[config.mk]
export PLATFORM = sky130hd
export DESIGN_NAME = fetch_unit
export DESIGN_NICKNAME = d
export VERILOG_FILES = /design/src/rtl/fetch_pkg.sv /design/src/rtl/fetch_stats.sv /design/src/rtl/fetch_unit.sv
export SDC_FILE = /design/constraint.sdc
export NUM_CORES = 1
export LEC_CHECK = 0
export BUFFER_PORTS_ARGS = -buffer_cell sky130_fd_sc_hd__buf_4
export CAP_MARGIN = 15
export CORE_MARGIN = 5
export CORE_UTILIZATION = 54
export CTS_CLUSTER_DIAMETER = 200
export CTS_CLUSTER_SIZE = 30
export DETAILED_ROUTE_END_ITERATION = 10
export PLACE_DENSITY = 0.87
export SKIP_LAST_GASP = 1
export SLEW_MARGIN = 0
export SYNTH_ARGS = -nofsm -noshare
export SYNTH_HDL_FRONTEND = slang
export SYNTH_SLANG_ARGS = --single-unit
[constraint.sdc]
create_clock -name clk -period 8.21 [get_ports clk]
set_clock_uncertainty 0.05 [all_clocks]
set_input_delay 0.4105 -clock clk [delete_from_list [all_inputs] [get_ports clk]]
set_output_delay 0.4105 -clock clk [all_outputs]
set_load 0.02 [all_outputs]
[src/rtl/fetch_pkg.sv]
// rtl/fetch_pkg.sv - shared widths, FSM states and fault cause encodings for the fetch unit
package fetch_pkg;

   localparam int XLEN    = 64;
   localparam int INSTR_W = 32;

   typedef enum logic [1:0] {
      ST_FETCH = 2'd0,
      ST_ISSUE = 2'd1,
      ST_FAULT = 2'd2
   } state_e;

   localparam logic [1:0] FC_NONE     = 2'b00;
   localparam logic [1:0] FC_MEM      = 2'b01;
   localparam logic [1:0] FC_MISALIGN = 2'b10;

endpackage

[src/rtl/fetch_stats.sv]
// rtl/fetch_stats.sv - saturating word-capture and decoder-stall counters
module fetch_stats (
   input  logic        clk,
   input  logic        rst,
   input  logic        i_fetch_inc,
   input  logic        i_stall_inc,
   output logic [31:0] o_fetch_cnt,
   output logic [31:0] o_stall_cnt
);

   logic [31:0] r_fetch_cnt;
   logic [31:0] r_stall_cnt;

   always_ff @(posedge clk or posedge rst) begin
      if (rst) begin
         r_fetch_cnt <= '0;
         r_stall_cnt <= '0;
      end else begin
         if (i_fetch_inc && (r_fetch_cnt != 32'hFFFF_FFFF))
            r_fetch_cnt <= r_fetch_cnt + 32'd1;
         if (i_stall_inc && (r_stall_cnt != 32'hFFFF_FFFF))
            r_stall_cnt <= r_stall_cnt + 32'd1;
      end
   end

   assign o_fetch_cnt = r_fetch_cnt;
   assign o_stall_cnt = r_stall_cnt;

endmodule

[src/rtl/fetch_unit.sv]
// rtl/fetch_unit.sv - RV instruction fetch: one 64-bit word read feeds two 32-bit issues
// Optional counters enabled by defining FETCH_STATS_EN.
module fetch_unit
   import fetch_pkg::*;
#(
   parameter logic [63:0] RESET_PC  = 64'h0,
   parameter int          BUS_WIDTH = 3
) (
   input  logic               clk,
   input  logic               rst,
   output logic [XLEN-1:0]    mem_addr,
   output logic               mem_rw,
   input  logic [XLEN-1:0]    mem_read,
   input  logic               mem_exception,
   input  logic               redirect_valid,
   input  logic [XLEN-1:0]    redirect_pc,
   output logic               instr_valid,
   input  logic               instr_ready,
   output logic [INSTR_W-1:0] instr,
   output logic [XLEN-1:0]    instr_pc,
   output logic               fault,
   output logic [1:0]         fault_cause
`ifdef FETCH_STATS_EN
   ,
   output logic [31:0]        fetch_cnt,
   output logic [31:0]        stall_cnt
`endif
);

   state_e          r_state;
   state_e          w_state_nxt;
   logic [XLEN-1:0] r_pc;
   logic [XLEN-1:0] w_pc_nxt;
   logic [XLEN-1:0] r_buf;
   logic [XLEN-1:0] w_buf_nxt;
   logic [1:0]      r_cause;
   logic [1:0]      w_cause_nxt;
   logic            w_issue;

   always_ff @(posedge clk or posedge rst) begin
      if (rst) begin
         r_state <= ST_FETCH;
         r_pc    <= RESET_PC;
         r_buf   <= '0;
         r_cause <= FC_NONE;
      end else begin
         r_state <= w_state_nxt;
         r_pc    <= w_pc_nxt;
         r_buf   <= w_buf_nxt;
         r_cause <= w_cause_nxt;
      end
   end

   // A redirect overrides everything, including an instruction being accepted this cycle.
   always_comb begin
      w_state_nxt = r_state;
      w_pc_nxt    = r_pc;
      w_buf_nxt   = r_buf;
      w_cause_nxt = r_cause;
      if (redirect_valid) begin
         w_pc_nxt  = redirect_pc;
         w_buf_nxt = '0;
         if (redirect_pc[1:0] != 2'b00) begin
            w_state_nxt = ST_FAULT;
            w_cause_nxt = FC_MISALIGN;
         end else begin
            w_state_nxt = ST_FETCH;
            w_cause_nxt = FC_NONE;
         end
      end else begin
         case (r_state)
            ST_FETCH: begin
               if (mem_exception) begin
                  w_state_nxt = ST_FAULT;
                  w_cause_nxt = FC_MEM;
               end else begin
                  w_buf_nxt   = mem_read;
                  w_state_nxt = ST_ISSUE;
               end
            end
            ST_ISSUE: begin
               if (instr_ready) begin
                  w_pc_nxt = r_pc + 64'd4;
                  // Leaving the high half means the buffered word is used up.
                  if (r_pc[2])
                     w_state_nxt = ST_FETCH;
               end
            end
            ST_FAULT: ;
            default:  w_state_nxt = ST_FETCH;
         endcase
      end
   end

   assign w_issue     = (r_state == ST_ISSUE);
   assign mem_addr    = r_pc & ~((64'd1 << BUS_WIDTH) - 64'd1);
   assign mem_rw      = 1'b0;
   assign instr_valid = w_issue;
   assign instr       = w_issue ? (r_pc[2] ? r_buf[63:32] : r_buf[31:0]) : '0;
   assign instr_pc    = w_issue ? r_pc : '0;
   assign fault       = (r_state == ST_FAULT);
   assign fault_cause = r_cause;

`ifdef FETCH_STATS_EN
   logic w_capture;
   logic w_stall;

   assign w_capture = (r_state == ST_FETCH) && !redirect_valid && !mem_exception;
   assign w_stall   = w_issue && !instr_ready;

   fetch_stats u_stats (
      .clk         (clk),
      .rst         (rst),
      .i_fetch_inc (w_capture),
      .i_stall_inc (w_stall),
      .o_fetch_cnt (fetch_cnt),
      .o_stall_cnt (stall_cnt)
   );
`else
`endif

endmodule

* Yosys cells after proc, flatten, opt, wreduce, memory -nomap -nowiden *
Cells that the tools add are included.

storage, ports and cells
  bits in registers = 132
  input port bits = 133
  output and inout port bits = 165
  logic and storage cells = 39

operators by class
  add/sub/neg operators = 1
  eq/ne operators = 6
  multiplexer cells = 18
  reductions and logical operators = 10

operators by type and width
  kind                                                                     number
  64-bit two-way mux                                                       7
  64-bit by 3-bit adder with 64-bit output, second input constant          1
  32-bit two-way mux                                                       2
  2-bit two-way mux                                                        8
  2-bit nonzero test                                                       5
  3-bit inequality test, second input constant                             2
  2-bit one-hot mux with 3 select lines                                    1
  2-bit AND reduction                                                      3
  3-bit AND reduction                                                      1
  2-bit by 1-bit == test with 1-bit output, second input constant          1
  2-bit == test, second input constant                                     1
  2-bit logical NOT                                                        1
  2-bit by 1-bit inequality test with 1-bit output, second input constant  1
  2-bit inequality test, second input constant                             1

* Depth between registers and ports, before layout *
  depth after elaboration = 4
  gate-level depth with buffers = 8
  depth with buffers taken out = 5

* Worst setup path after synthesis *
Ideal clock, no wire load.

  path type = reg2reg
  start = register r_state[1]
  end = register r_pc[45]
  library setup time = 126 ps
  data arrival time = 1872 ps
  required time = 8034 ps
  slack = 6162 ps
  stages on the path, launching flop included = 7
  path buffers = 1
  period minus slack after synthesis = 2048 ps
  cells stage by stage = dfrtp_1 nand4b_2 nor4_4 nand4_4 buf_6 o311a_1 a221o_1

between the ends
  word-level cells in the longest chain between the ends = 3

RTL lines
  element                                   RTL line          text
  start: declaration                        fetch_unit.sv:30  state_e r_state;
  start signal: assignment                  fetch_unit.sv:47  r_state <= w_state_nxt;
  2-bit by 1-bit == test with 1-bit output  fetch_unit.sv:71  case (r_state)
  2-bit nonzero test (no line)              n/a
  2-bit AND reduction (no line)             n/a
  end signal: assignment                    fetch_unit.sv:48  r_pc <= w_pc_nxt;
  end: declaration                          fetch_unit.sv:32  logic [XLEN-1:0] r_pc;

No other way between the ends.
A chain may end at the register's enable or synchronous reset.

* Worst setup path in the final report *
  start = register r_pc[2]
  end = register r_pc[57]

between the ends
  word-level cells in the longest chain between the ends = 4

RTL lines
  element                                   RTL line          text
  64-bit by 3-bit adder with 64-bit output  fetch_unit.sv:83  w_pc_nxt = r_pc + 64'd4;
  64-bit two-way mux                        fetch_unit.sv:82  if (instr_ready) begin
  64-bit two-way mux                        fetch_unit.sv:71
  64-bit two-way mux                        fetch_unit.sv:60  if (redirect_valid) begin

No other way between the ends. The select of a mux whose other input is x is not followed.

==> impl_metrics.ini <==
[logic_synthesis]
yosysWarnings = 0
synth-xor-area-share = 0.03791
synth_top_family_by_area = simple AND/OR/NAND/NOR gates
synth_area_per_cell_um2 = 9.400
synth_edf_count = 0
synth_compound_area_frac = 0.1456
synthDistinctLibCells = 50
ys_seq_elements = 132
synthMuxAreaShare = 0.05055
synthTopCellsByArea = dfrtp_1 43%, a22o_1 7.4%, buf_4 6.4%
synth.top_cell.area_share = 0.4333
synth_seq_area_share = 0.4333
synthCells = 811
yosys.area.top_type = dfrtp_1
synth_ff_type = dfrtp_1
syn-cell-area_um2 = 7624
async_flop_share = 1.000
yosys.area_share.adder = 0.001641
synth_simple_gate_area_share = 0.2357

[clocking]
cts_resized = 0
htree_levels = 4
cts.hold.buffers_added = 0
cts_num_sinks = 132
cts_setup_buffers = 0
cts_tree = yes
clk_latency_ns = 0.41
cts_root_buffer = clkbuf_16
cts_buffers = 17
clock_path_buffers = 2
clk_pin_slew_worst_paths_ns = 0.06

[global_routing]
grt_overflow = 0
antenna_found_initial = 0
grt_start_max_net_pins = 98
groute.usage.overall = 0.2715
grt_pass1_wl_um = 36050
grt_pass1_vias = 6903

[detailed_routing]
wl_um = 23120
ant_nets = 0
drtIter0Drc = 748
vias = 7119
first_pass_iters = 7
via_per_inst = 5.908
drcViolationCount = 0
wl_per_cell_um = 19.19

[timing]
setup_tns_ns = 0
hold_violations = 0
rsz0062_at_grt = no
setup_violations = 0
fin_crit_sh = 0.3807
period_needed_ns = 3.125
slew_violations = 0
slew_headroom = 0.2580
hold_ws_ns = 0.01183
setup_ws_ns = 5.085
clock.fmax_ghz = 0.3200
worstMarginPinSlew_ns = 1.113

[floorplan]
fp-row-count = 43
io_pins = 298
dieArea_um2 = 16590
start_util = 0.5492
die_h_um = 128.8
dieWidth_um = 128.8
core_um2 = 13880

[power]
p_total_mw = 1.811
p_seq_frac = 0.428
p_sw_frac = 0.2749
ir_drop_mv = 0.1282
p_clk_frac = 0.404
power.leakage_nw = 4.714
power_switching_mw = 0.4979
combPwrFrac = 0.169
p_int_mw = 1.313
powerDensity_nw_per_um2 = 181.1

[placement]
dp.cells = 1178
portBuffers = 293
dpl_cell_area_um2 = 9442
dp.final_hpwl_um = 16420
gp_congestion = 0.8469
post-place-ws_ns = 5.116

[hold_path]
holdCritPathClass = input port to async pin

[critical_path]
arrival_ns = 3.41
startpoint_type = flip-flop
crit_start = r_pc[2]
worst-path-max-fanout = 38
worstSetupPathType = flip-flop to flip-flop
r2r_start = r_pc[2]
end_kind = flip-flop
cp.required_ns = 8.50

[layout]
final_area_um2 = 10000
finalNetCount = 1151
stdcell_count = 1205
fillers = 1057
final_util = 0.7206
regArea_um2 = 3304
antennaDiodeCount = 0
drive_gt1_frac = 0.3376
mostFrequentLayoutCell = buf_4
multi_input_area_um2 = 3625
final_cell_mix = 300 x buf_4, 131 x dfrtp_1, 75 x nor2_1
area_growth_syn_to_layout_pct = 31.20

[flow_run]
maxCapViolCount = 0

[run_status]
status = finished, final reports clean
## cell usage after synthesis, types with 4 or more instances
cell	count
o21ai_0	37
nor2_1	76
a31oi_1	18
o31ai_1	14
nor3_1	11
and4_1	12
xnor2_1	17
nor2b_1	4
mux2i_1	34
and3_1	10
buf_1	10
and2_1	63
or3_1	4
nand4_1	27
dfrtp_1	132
a22o_1	64
nand2_1	58
buf_4	65
nor4_1	10
a21oi_1	4
clkbuf_1	35
buf_2	5
xor2_1	16
or4_1	15
a221o_1	6
nand3_1	27
mux2_2	4
inv_1	6
## per-layer routing
layer | vias to the layer above | global-route usage | wire length [um]
met5 | - | 0 | 0
li1 | 3264 | - | -
met3 | 48 | 0.06725 | 2292
met1 | 3418 | 0.3442 | 8829
met2 | 389 | 0.4494 | 11360
met4 | 0 | 0.1044 | 636
## power groups by stage
stage / sequential, mW / clock [mW] / combinational, mW
2_1_floorplan: 0.750 / 0 / 0.219
3_3_place_gp: 0.780 / 0 / 0.300
3_5_place_dp: 0.782 / 0 / 0.306
4_1_cts: 0.773 / 0.741 / 0.308
5_1_grt: 0.782 / 0.763 / 0.330
6_report: 0.775 / 0.731 / 0.305
## kinds of logic after synthesis
logic type / count (synthesis)
xor+xnor: 33
flops: 132
buf+inv: 124
fa+ha+maj: 1
simple gates: 331
other cells: 1
compound gates: 151
mux: 38
## state kept, by name (all words and copies together), names as in the netlist
register and cells:
r_buf 64, r_pc 64, fault_cause 2, r_state 2
## critical path, cell delays in order, from the launching register on
cell and delay (ns):
dfrtp_2 1.08, nand2_1 0.34, nor4_4 0.37, nand4_4 0.37, or4_1 0.64, a31oi_1 0.18
## path summary, 6_finish.rpt
path	endpoint	slack, ns	cells past startpoint
min in group clk	r_pc[38]	0.15	3
max reg2reg	r_pc[57]	5.08	5
min reg2reg	r_pc[0]	0.45	1
min	r_buf[6]	0.01	2
max in group asynchronous	r_pc[2]	6.75	3
max	r_pc[57]	5.08	5
## area by class of cell
cell class,instances,area share
well taps,180,0.02252
repair buffers,300,0.2252
clock buffers,21,0.04804
multi-input cells,558,0.3624
clock inverters,6,0.008006
inverters,8,0.003503
flip-flops and latches,132,0.3304
Note: power is estimated with default switching activity, not from simulation.
